--- src/rtl/fetch_unit.sv ---
// -----------------------------------------------------------------------------
// fetch_unit
//   Program-counter and instruction-fetch stage. Holds the architectural PC,
//   fetches one instruction at a time from a variable-latency instruction
//   memory, presents it to decode and advances the PC once decode acknowledges.
//   A computed next PC that is not word aligned parks the unit in a terminal
//   trap state until reset.
//
// Ports:
//   clk, rst         clock (rising edge), asynchronous active-high reset
//   PCSrc            next-PC select: 00 PC+4, 01 PC+ImmExt, 10 JumpTarget,
//                    11 treated as PC+4
//   ImmExt           sign-extended immediate of the held instruction
//   JumpTarget       absolute jalr target
//   instr_ack        decode consumed the held instruction this cycle
//   imem_req/addr    one-cycle read request and its address
//   imem_rvalid/rdata read response
//   Instr, PC        held instruction and its address
//   PCPlus4          PC + 4 (combinational)
//   instr_valid      Instr/PC valid
//   misalign         sticky misaligned-target flag
//   retired          acknowledged-instruction count, wraps at 2^32
// -----------------------------------------------------------------------------
module fetch_unit #(
  parameter int               WIDTH    = 32,
  parameter logic [WIDTH-1:0] RESET_PC = '0,
  parameter logic [WIDTH-1:0] NOP      = 'h13
) (
  input  logic             clk,
  input  logic             rst,
  input  logic [1:0]       PCSrc,
  input  logic [WIDTH-1:0] ImmExt,
  input  logic [WIDTH-1:0] JumpTarget,
  input  logic             instr_ack,
  output logic             imem_req,
  output logic [WIDTH-1:0] imem_addr,
  input  logic             imem_rvalid,
  input  logic [WIDTH-1:0] imem_rdata,
  output logic [WIDTH-1:0] Instr,
  output logic [WIDTH-1:0] PC,
  output logic [WIDTH-1:0] PCPlus4,
  output logic             instr_valid,
  output logic             misalign,
  output logic [31:0]      retired
);

  typedef enum logic [2:0] {
    S_IDLE,
    S_REQ,
    S_WAIT,
    S_HOLD,
    S_TRAP
  } state_t;

  state_t           r_state;
  logic [WIDTH-1:0] r_pc;
  logic             r_imem_req;
  logic [WIDTH-1:0] r_imem_addr;
  logic [WIDTH-1:0] r_instr;
  logic             r_instr_valid;
  logic             r_misalign;
  logic [31:0]      r_retired;

  logic [WIDTH-1:0] w_pc_plus4;
  logic [WIDTH-1:0] w_next_pc;
  logic             w_next_aligned;

  // All additions wrap naturally at WIDTH bits.
  assign w_pc_plus4 = r_pc + WIDTH'(4);

  always_comb begin
    w_next_pc = w_pc_plus4;
    case (PCSrc)
      2'b01:   w_next_pc = r_pc + ImmExt;
      2'b10:   w_next_pc = JumpTarget;
      default: w_next_pc = w_pc_plus4;  // 00 and reserved 11
    endcase
  end

  assign w_next_aligned = (w_next_pc[1:0] == 2'b00);

  // imem_req/imem_addr are registered and raised on the edge that enters REQ,
  // so the request is visible during exactly the REQ cycle.
  always_ff @(posedge clk or posedge rst) begin
    if (rst) begin
      r_state       <= S_IDLE;
      r_pc          <= RESET_PC;
      r_imem_req    <= 1'b0;
      r_imem_addr   <= RESET_PC;
      r_instr       <= NOP;
      r_instr_valid <= 1'b0;
      r_misalign    <= 1'b0;
      r_retired     <= '0;
    end else begin
      case (r_state)
        S_IDLE: begin
          r_state     <= S_REQ;
          r_imem_req  <= 1'b1;
          r_imem_addr <= r_pc;
        end
        S_REQ: begin
          r_state    <= S_WAIT;
          r_imem_req <= 1'b0;
        end
        S_WAIT: begin
          if (imem_rvalid) begin
            r_instr       <= imem_rdata;
            r_instr_valid <= 1'b1;
            r_state       <= S_HOLD;
          end
        end
        S_HOLD: begin
          // rvalid is deliberately not looked at here: stray responses drop.
          if (instr_ack) begin
            r_retired     <= r_retired + 32'd1;
            r_instr_valid <= 1'b0;
            r_instr       <= NOP;
            if (w_next_aligned) begin
              r_pc        <= w_next_pc;
              r_imem_addr <= w_next_pc;
              r_imem_req  <= 1'b1;
              r_state     <= S_REQ;
            end else begin
              r_misalign <= 1'b1;
              r_state    <= S_TRAP;
            end
          end
        end
        S_TRAP: begin
          r_imem_req    <= 1'b0;
          r_instr_valid <= 1'b0;
          r_misalign    <= 1'b1;
        end
        default: r_state <= S_IDLE;
      endcase
    end
  end

  assign imem_req    = r_imem_req;
  assign imem_addr   = r_imem_addr;
  assign Instr       = r_instr;
  assign PC          = r_pc;
  assign PCPlus4     = w_pc_plus4;
  assign instr_valid = r_instr_valid;
  assign misalign    = r_misalign;
  assign retired     = r_retired;

endmodule

--- config.mk ---
export PLATFORM = sky130hd
export DESIGN_NAME = fetch_unit
export DESIGN_NICKNAME = d
export VERILOG_FILES = /design/src/rtl/fetch_unit.sv
export SDC_FILE = /design/constraint.sdc
export NUM_CORES = 1
export LEC_CHECK = 0
export ABC_AREA = 1
export BUFFER_PORTS_ARGS = -buffer_cell sky130_fd_sc_hd__buf_2
export CAP_MARGIN = 10
export CELL_PAD_IN_SITES_DETAIL_PLACEMENT = 1
export CELL_PAD_IN_SITES_GLOBAL_PLACEMENT = 1
export CORE_ASPECT_RATIO = 2
export CORE_MARGIN = 2
export CORE_UTILIZATION = 38
export CTS_BUF_LIST = sky130_fd_sc_hd__clkbuf_8
export DETAILED_ROUTE_END_ITERATION = 8
export PLACE_DENSITY_LB_ADDON = 0.1
export SETUP_SLACK_MARGIN = 0.05
export SLEW_MARGIN = 20
export SYNTH_ARGS = -nofsm -noshare
export SYNTH_HDL_FRONTEND = slang
export SYNTH_SLANG_ARGS = --single-unit
--- constraint.sdc ---
create_clock -name clk -period 4.1 [get_ports clk]
set_clock_uncertainty 0.15 [all_clocks]
set_input_delay 0 -clock clk [delete_from_list [all_inputs] [get_ports clk]]
set_output_delay 0 -clock clk [all_outputs]
set_load 0.01 [all_outputs]
# Yosys cells after proc, flatten, opt, wreduce, memory -nomap -nowiden
# Cells that the tools add are included.
# totals
reg_bits	134
elab_cells	58
out_inout_bits	163
# classes
reduce_logical	16
n_mux	20
n_bitwise	1
eq_ne	10
n_addsub	3
# ops
operator	count
$pmux 32 s2	3
$mux 32	4
$add 32x1->32 const B	1
$add 32x3->32 const B	1
$add 32x32->32	1
$reduce_and 3->1	7
$pmux 3 s5	1
$mux 3	3
$ne 2x2->1 const B	4
$eq 3x2->1 const B	2
$mux 1	6
$pmux 1 s3	2
$reduce_bool 2->1	3
$reduce_bool 3->1	2
$eq 3x1->1 const B	1
$eq 3x3->1 const B	1
$logic_not 3->1	1
$eq 2x1->1 const B	1
$eq 2x2->1 const B	1
$logic_not 2->1	1
$pmux 1 s2	1
$reduce_and 2->1	1
$reduce_or 2->1	1
$not 1->1	1

# Depth between registers and ports, before layout
# Gate-level depths: netlist (run 1).
# depth
ltp_word	6
depth_mapped	17

# Least setup slack after synthesis (run 1)
# Ideal clock, no wire load.
# synth_path
path_type	flip-flop to flip-flop
startpoint	register r_pc[0] (netlist: PC[0])
endpoint	register r_imem_addr[7] (netlist: imem_addr[7])
setup_ns	0.124
synth_period_minus_slack_ns	2.600
n_path_buf	2
stages_incl_launch_ff	18
setup_slack_ns	1.500
arrival_ns	2.326
required_ns	3.826
cell_sequence	dfrtp_1 -> ha_1 -> inv_1 -> fa_1 -> o21ai_1 -> nand2_1 -> o21ai_0 -> nor2_1 -> nand2_1 -> inv_1 -> nand2_1 -> buf_2 -> inv_2 -> nor2_8 -> inv_2 -> buf_4 -> o211ai_1 -> nand2_1
# synth_between
elab_chain_cells	5
word_cells_on_any_way	9
cone_classes	add/sub (2); eq/ne (1); mux (4); reduce/logical (2)
# synth_lines
element	line_no	source
start, declared	56	logic [WIDTH-1:0] r_pc;
start signal, assigned	119	r_pc <= w_next_pc;
$add 32x3->32 or $add 32x32->32 (tied branches)	69, 74	
$pmux 32 s2 *	73	case (PCSrc)
$mux 32 or $logic_not 2->1 (tied branches)	118, 80	
$mux 32 or $ne 2x2->1 (tied branches)	n/a	
$pmux 32 s2 or $reduce_and 3->1 (tied branches)	n/a	
end signal, assigned	99	r_imem_addr <= r_pc;
end signal, assigned	120	r_imem_addr <= w_next_pc;
end, declared	58	logic [WIDTH-1:0] r_imem_addr;
# Every way passes the cells marked *; elsewhere a longest branch is shown, timed or not. The select of a mux whose other input is x is not followed.
# A chain may end at the register's enable or synchronous reset.

# Worst setup path in the final report (run 1)
# layout_path
startpoint	register r_pc[18] (netlist: PC[18])
endpoint	register r_imem_addr[19] (netlist: imem_addr[19])
# layout_between
elab_chain_cells	5
word_cells_on_any_way	6
cone_classes	add/sub (2); mux (4)
# layout_lines
element	line_no	source
$add 32x3->32 or $add 32x32->32 (tied branches)	69, 74	
$pmux 32 s2 *	73	
$mux 32 *	118	if (w_next_aligned) begin
$mux 32 *	114	if (instr_ack) begin
$pmux 32 s2 *	95	case (r_state)
# Marked as above.

==> flow_metrics.env, run 1 <==
export IMPL_clk_latency_ps=470
export IMPL_area_delta_synth_final_pct=29.4
export IMPL_fin_cells=2070
export IMPL_worst_ep_arrival_time_ps=3510
export IMPL_grt_overflow_total=0
export IMPL_whs_path_depth=7
export IMPL_place_ws_ps=805
export IMPL_fp_row_count=81
export IMPL_dpl_cell_area_sq_um=11100
export IMPL_drcViolationCount=0
export IMPL_io_pins=265
export IMPL_synth_edf_count=0
export IMPL_highest_layer="met4"
export IMPL_power_leakage_nw=6.90
export IMPL_syn_area_per_cell_sq_um=6.74
export IMPL_antenna_found_initial=0
export IMPL_cp_start_kind="register"
export IMPL_gr_usage_all_layers_pct=30.5
export IMPL_synthesis_area_sq_um=9440
export IMPL_wl_met1_mm=13.9
export IMPL_async_flop_share_pct=100
export IMPL_clock_fmax_mhz=302
export IMPL_hold_path_endpoint="PC[31]$_DFFE_PP0P_"
export IMPL_tns_ps=0
export IMPL_rsz0062_at_grt="false"
export IMPL_drt_pass1_iter_count=5
export IMPL_grt_start_max_net_pins=110
export IMPL_reg2reg_to="imem_addr[19]$_DFFE_PP0P_"
export IMPL_syn_inst=1401
export IMPL_cts_tree="built"
export IMPL_cts_setup_buffers=0
export IMPL_antenna_cells=0
export IMPL_synthFlopType="dfrtp_1"
export IMPL_yosys_warnings=0
export IMPL_hold_violations=0
export IMPL_nNetsFinal=1863
export IMPL_start_util_pct=38.7
export IMPL_path_max_fanout=6
export IMPL_clockBufferDepth=2
export IMPL_outcome="complete, no violations"
export IMPL_r2r_setup_slack_ps=790
export IMPL_setup_viol=0
export IMPL_avgRoutedWirePerCell_microns=18.8
export IMPL_crit_type="reg2reg"
export IMPL_post_route_period_util_pct=80.7
export IMPL_reg2regPathDepth=14
export IMPL_worstHoldPathType="in2reg"
export IMPL_die_h_microns=227
export IMPL_via_per_inst=5.06
export IMPL_clockRootBuffer="clkbuf_8"
export IMPL_worst_slew_pin_slew_ps=764
export IMPL_routed_via_count=10473
export IMPL_synth_distinct_cells=43
export IMPL_die_w_microns=115
export IMPL_cp_end_kind="register"
export IMPL_drive_gt1_share_pct=19.1
export IMPL_maxCapViolCount=0
export IMPL_met2WireLength_mm=20.7
export IMPL_htreeDepth=4
export IMPL_synth_seq_area_share_pct=35.6
export IMPL_dp_cells=1965
export IMPL_clkTransAtPathRegs_ps=90
export IMPL_hold_slack_ps=40.6
export IMPL_required_ps=4300
export IMPL_yosysTopAreaCellShare_pct=34.7
export IMPL_synth_seq_cells=134
export IMPL_final_area_sq_um=12200
export IMPL_grt_pass1_vias=11314
export IMPL_slew_headroom_pct=49.0
export IMPL_die_area_sq_um=26200
export IMPL_drt_iter0_drc=428
export IMPL_cts_resized=0
export IMPL_reg2reg_from="PC[18]$_DFFE_PP0P_"
export IMPL_ant_nets=0
export IMPL_min_period_ps=3310
export IMPL_power_density_nw_per_um2=661
export IMPL_setup_slack_ps=792
export IMPL_drt_wl_total_mm=38.9
export IMPL_grt_pass1_wl_mm=60.6
export IMPL_synth_area_leaders="dfrtp_1, nand2_1, inv_1"
export IMPL_coreArea_sq_um=24400
export IMPL_wl_met3_mm=1.68
export IMPL_min_from="ImmExt[31]"
export IMPL_yosysTopAreaCell="dfrtp_1"
export IMPL_dpl_hpwl_mm=30.2
export IMPL_ir_worst_vdd_v=0.000388
export IMPL_slew_violations=0
export IMPL_fillerInstances=3301
export IMPL_cts_sinks=134
export IMPL_syn_nets=1539
export IMPL_cts_buffers_inserted=17
export IMPL_routabilityCongestion=0.905
export IMPL_io_buffers=264
-- where the power goes --
part | switching (mW) | internal [mW]
clock network | 0.591 | 0.510
logic | 2.99 | 1.62
registers | 0.585 | 1.78
-- logic make-up after synthesis --
kind of cell | synth area share, %
adders and majority gates | 4.85
xor gates and xnor gates | 4.82
and+or+nand+nor | 33.2
DFF | 35.6
AOI/OAI and AO/OA | 11.9
buffers and inverters | 9.73
-- cells in the mapped netlist (3+ instances only) --
cell      count
a21oi_1      75
a22o_1       29
a22oi_1       3
a31oi_1       4
buf_1         4
buf_2         8
buf_4         5
clkbuf_1     24
dfrtp_1     131
dfstp_2       3
ha_1         35
inv_1       194
nand2_1     507
nand3_1      80
nand3b_1      4
nand4_1      16
nor2_1       99
nor2_2        5
nor3_1       20
nor3_2        3
o211ai_1      6
o21ai_0      66
o22a_1        3
or2_2         3
xnor2_1      14
xor2_1       38
-- worst max-delay path: stages, from the launching register on --
cell,delay [ps]
dfrtp_1,470
ha_1,430
nand2_1,150
inv_1,110
nand2_1,150
nor2_1,540
nand4_1,410
nand3_1,200
nand2_1,80
nand3_1,100
nand2_1,80
o21ai_0,130
nand2_1,80
nand2_1,70
nand2_1,50
-- metal layers --
layer | global-route usage, % | vias to the layer above
met5 | 0 | -
met4 | 19.1 | 0
met3 | 5.48 | 113
met2 | 55.8 | 294
met1 | 31.1 | 4969
li1 | - | 5097
-- cell usage in the layout, fill, tap and decap left out, types with 29 or more instances in the layout --
cell type and instances:
xor2_1 38, dfrtp_1 131, o21ai_0 66, nor2_1 98, nand2_1 507, nand3_1 80, ha_1 35, dlygate4sd3_1 72
buf_2 264, a22o_1 29, a21oi_1 75, inv_1 193
-- final cells by class --
type / count / area, sq um / share of cell area (%)
clock buffer: 18 / 248 / 2.03
timing repair buffer: 346 / 2140 / 17.5
inverter: 196 / 741 / 6.06
tap: 332 / 415 / 3.40
sequential: 134 / 3360 / 27.5
clock inverter: 14 / 143 / 1.17
multi-input combinational: 1030 / 5170 / 42.4
-- stage by stage --
stage,power [mW],utilization (%)
floorplan,5.08,-
detailed placement,6.86,45.3
global route,8.80,50.0
finish,8.08,50.0
CTS,8.09,49.9
global placement,6.75,45.3
-- how the worst max path moves through the flow --
stage / slack [ps] / end / from
3_5_place_dp: 810 / imem_addr[5]$_DFFE_PP0P_ / PC[0]$_DFFE_PP0P_
6_report: 790 / imem_addr[19]$_DFFE_PP0P_ / PC[18]$_DFFE_PP0P_
4_1_cts: 820 / imem_addr[5]$_DFFE_PP0P_ / PC[0]$_DFFE_PP0P_
5_1_grt: 540 / imem_addr[6]$_DFFE_PP0P_ / PC[0]$_DFFE_PP0P_
2_1_floorplan: 370 / Instr[10]$_DFFE_PP0P_ / rst
3_3_place_gp: 890 / imem_addr[19]$_DFFE_PP0P_ / PC[18]$_DFFE_PP0P_
-- flip-flops by register name, summed over array words and instances, names as in the netlist --
register and count:
Instr 32, PC 32, imem_addr 32, imem_req 1, instr_valid 1, misalign 1
r_state 3, retired 32
-- timing repair --
action,CTS,global route
endpoints found under the hold margin,213,31
hold buffers,71,1
setup endpoints to repair,0,0
Power figures use the tool's default switching activity.
==> run 2: changes to the inputs <==
--- a/config.mk
+++ b/config.mk
@@ -5,14 +5,14 @@
 export SDC_FILE = /design/constraint.sdc
 export NUM_CORES = 1
 export LEC_CHECK = 0
-export ABC_AREA = 1
+export ABC_AREA = 0
 export BUFFER_PORTS_ARGS = -buffer_cell sky130_fd_sc_hd__buf_2
 export CAP_MARGIN = 10
 export CELL_PAD_IN_SITES_DETAIL_PLACEMENT = 1
 export CELL_PAD_IN_SITES_GLOBAL_PLACEMENT = 1
 export CORE_ASPECT_RATIO = 2
 export CORE_MARGIN = 2
-export CORE_UTILIZATION = 38
+export CORE_UTILIZATION = 36
 export CTS_BUF_LIST = sky130_fd_sc_hd__clkbuf_8
 export DETAILED_ROUTE_END_ITERATION = 8
 export PLACE_DENSITY_LB_ADDON = 0.1
==> constraint.sdc (replaced) <==
create_clock -name clk -period 2.87 [get_ports clk]
set_clock_uncertainty 0.15 [all_clocks]
set_input_delay 0 -clock clk [delete_from_list [all_inputs] [get_ports clk]]
set_output_delay 0 -clock clk [all_outputs]
set_load 0.01 [all_outputs]
==> run 2 against run 1 <==
Effect of this change:
- the run now ends with setup timing left
- power up 65%
- via count shrank 6.4%
- highest routed layer unchanged
- combinational power grew 85%
- largest power group unchanged
- sequential share of layout area is 2.0 points lower
- count of clock-buffer cells in the layout increased by 1
- final cell count down 18%
==> flow_metrics.env, run 2 <==
export IMPL_htreeDepth=4
export IMPL_synthesis_area_sq_um=8450
export IMPL_critPathMaxStageDelay_ps=420
export IMPL_routed_via_count=9802
export IMPL_clockRootBuffer="clkbuf_8"
export IMPL_clockBufferDepth=2
export IMPL_multi_input_area_sq_um=5510
export IMPL_slew_headroom_pct=53.7
export IMPL_place_ws_ps=-387
export IMPL_clk_latency_ps=490
export IMPL_drive_gt1_share_pct=41.7
export IMPL_clock_fmax_mhz=347
export IMPL_ir_worst_vdd_v=0.000611
export IMPL_synth_distinct_cells=80
export IMPL_crit_top_cell="buf_4"
export IMPL_crit_type="reg2reg"
export IMPL_yosysTopAreaCellShare_pct=38.8
export IMPL_grt_pass1_wl_mm=59.6
export IMPL_via_per_inst=5.75
export IMPL_start_util_pct=36.5
export IMPL_hold_slack_ps=58.0
export IMPL_synth_seq_cells=134
export IMPL_hold_violations=0
export IMPL_dpl_hpwl_mm=29.4
export IMPL_synth_area_leaders="dfrtp_1, ha_1, nand2_1"
export IMPL_min_period_ps=2880
export IMPL_power_leakage_nw=6.62
export IMPL_synthFlopType="dfrtp_1"
export IMPL_syn_nets=1075
export IMPL_grt_start_max_net_pins=58
export IMPL_seq_area_sq_um=3360
export IMPL_async_flop_share_pct=100
export IMPL_gr_usage_all_layers_pct=31.9
export IMPL_post_route_period_util_pct=101
export IMPL_drt_iter0_drc=583
export IMPL_grt_overflow_total=0
export IMPL_routabilityCongestion=0.941
export IMPL_cp_start_kind="register"
export IMPL_outcome="finished with violations"
export IMPL_io_buffers=264
export IMPL_cp_slowest_cell="dfrtp_1"
export IMPL_drcViolationCount=0
export IMPL_dpl_cell_area_sq_um=11000
export IMPL_coreArea_sq_um=23100
export IMPL_cts_sinks=134
export IMPL_area_delta_synth_final_pct=55.9
export IMPL_worst_slew_pin_slew_ps=692
export IMPL_antenna_found_initial=1
export IMPL_avgRoutedWirePerCell_microns=24.1
export IMPL_clkTransAtPathRegs_ps=90
export IMPL_ant_nets=0
export IMPL_worstHoldPathType="in2reg"
export IMPL_crit_family="compound AO/OA/AOI/OAI gates"
export IMPL_final_common_cell="buf_2"
export IMPL_cts_tree="built"
export IMPL_r2r_setup_slack_ps=-10
export IMPL_final_area_sq_um=13200
export IMPL_drt_pass1_iter_count=5
export IMPL_cp_num_buf_inv=5
export IMPL_synth_seq_area_share_pct=39.7
export IMPL_syn_inst=937
export IMPL_rsz0062_at_grt="true"
export IMPL_required_ps=3120
export IMPL_io_pins=265
export IMPL_nNetsFinal=1546
export IMPL_syn_area_per_cell_sq_um=9.02
export IMPL_tns_ps=-19.4
export IMPL_setup_slack_ps=-15.0
export IMPL_grt_pass1_vias=10448
export IMPL_yosysMostFrequentCell="dfrtp_1"
export IMPL_path_max_fanout=6
export IMPL_yosysTopAreaCell="dfrtp_1"
export IMPL_slew_violations=0
export IMPL_die_h_microns=221
export IMPL_final_cell_mix="buf_2, buf_4, dfrtp_1"
export IMPL_cp_cell_sequence="ha_4, buf_6, buf_4, nand4_1, buf_4, o41ai_4, buf_6, o31ai_4, buf_4, o41ai_2, o22ai_2, o21ai_1"
export IMPL_yosys_warnings=0
export IMPL_cp_end_kind="register"
export IMPL_total_power_mw=13.3
export IMPL_fillerInstances=2748
export IMPL_synth_commonest_cells="dfrtp_1, nand2_1, a21oi_1"
export IMPL_setup_viol=2
export IMPL_failed_checks="setup timing"
export IMPL_synth_edf_count=0
export IMPL_worst_ep_arrival_time_ps=3140
export IMPL_die_area_sq_um=24800
export IMPL_cts_buffers_inserted=17
export IMPL_fp_row_count=79
export IMPL_die_w_microns=112
export IMPL_power_density_nw_per_um2=1010
export IMPL_drt_wl_total_mm=41.1
export IMPL_maxCapViolCount=0
## run 2: what timing repair did
action / 4_1_cts / 5_1_grt
hold buffers: 71 / 0
cloned: 0 / 0
endpoints found under the setup margin: 42 / 56
resized for setup: 53 / 102
pin swaps: 22 / 51
endpoints found under the hold margin: 221 / 0
setup buffers: 4 / 22
## run 2: worst paths after layout
check / from / to / cells past startpoint
setup / recovery: PC[11]$_DFFE_PP0P_ / imem_addr[31]$_DFFE_PP0P_ / 12
hold / removal: JumpTarget[23] / imem_addr[23]$_DFFE_PP0P_ / 6
setup reg to reg: PC[11]$_DFFE_PP0P_ / imem_addr[31]$_DFFE_PP0P_ / 12
hold reg to reg: retired[31]$_DFFE_PP0P_ / retired[31]$_DFFE_PP0P_ / 1
max in group asynchronous: rst / Instr[0]$_DFFE_PP1P_ / 5
min in group asynchronous: rst / retired[16]$_DFFE_PP0P_ / 4
## run 2: layout make-up
cell class	instances	area share, %
inverters	26	0.788
repair buffers	505	26.0
diodes	1	0.0190
flip-flops and latches	134	25.5
clock inverters	13	1.27
well taps	283	2.69
clock buffers	19	1.98
multi-input cells	724	41.8
## run 2: per-stage QoR
| step | std cells | util (%) |
|---|---|---|
| global placement | 1575 | 47.7 |
| floorplan | 937 | - |
| detailed placement | 1575 | 47.7 |
| CTS | 1682 | 54.0 |
| global route | 1705 | 57.0 |
| finish | 1705 | 57.0 |
## run 2: layer usage
metal | track usage (%) | up-vias | share of wire, %
met3 | 4.63 | 165 | 4.5
met2 | 59.5 | 431 | 54
met1 | 31.5 | 4845 | 34
met5 | 0 | - | 0
met4 | 24.0 | 0 | 7.5
li1 | - | 4361 | -
## run 2: worst register-to-register path: stages, from the launching register on
cell,delay (ps)
dfrtp_1,420
ha_4,290
buf_6,120
buf_4,110
nand4_1,180
buf_4,220
o41ai_4,300
buf_6,190
o31ai_4,120
buf_4,160
o41ai_2,270
o22ai_2,130
o21ai_1,150
## run 2: power by group
part | switching (mW) | total (mW) | leakage [nW] | internal [mW]
clock | 0.860 | 1.78 | 0.213 | 0.915
sequential | 0.490 | 3.02 | 1.72 | 2.53
combinational | 4.79 | 8.55 | 4.69 | 3.75
## run 2: logic make-up (layout without fill, tap and decap cells)
| group | Yosys count | in the layout | share of synthesized area, % |
|---|---|---|---|
| simple gates | 316 | 316 | 17.9 |
| compound gates | 290 | 290 | 24.3 |
| flops | 134 | 134 | 39.7 |
| buf+inv | 79 | 563 | 3.92 |
| xor+xnor | 75 | 75 | 7.86 |
| fa+ha+maj | 36 | 36 | 5.42 |
| mux | 7 | 7 | 0.859 |
| other cells | 0 | 1 | 0 |
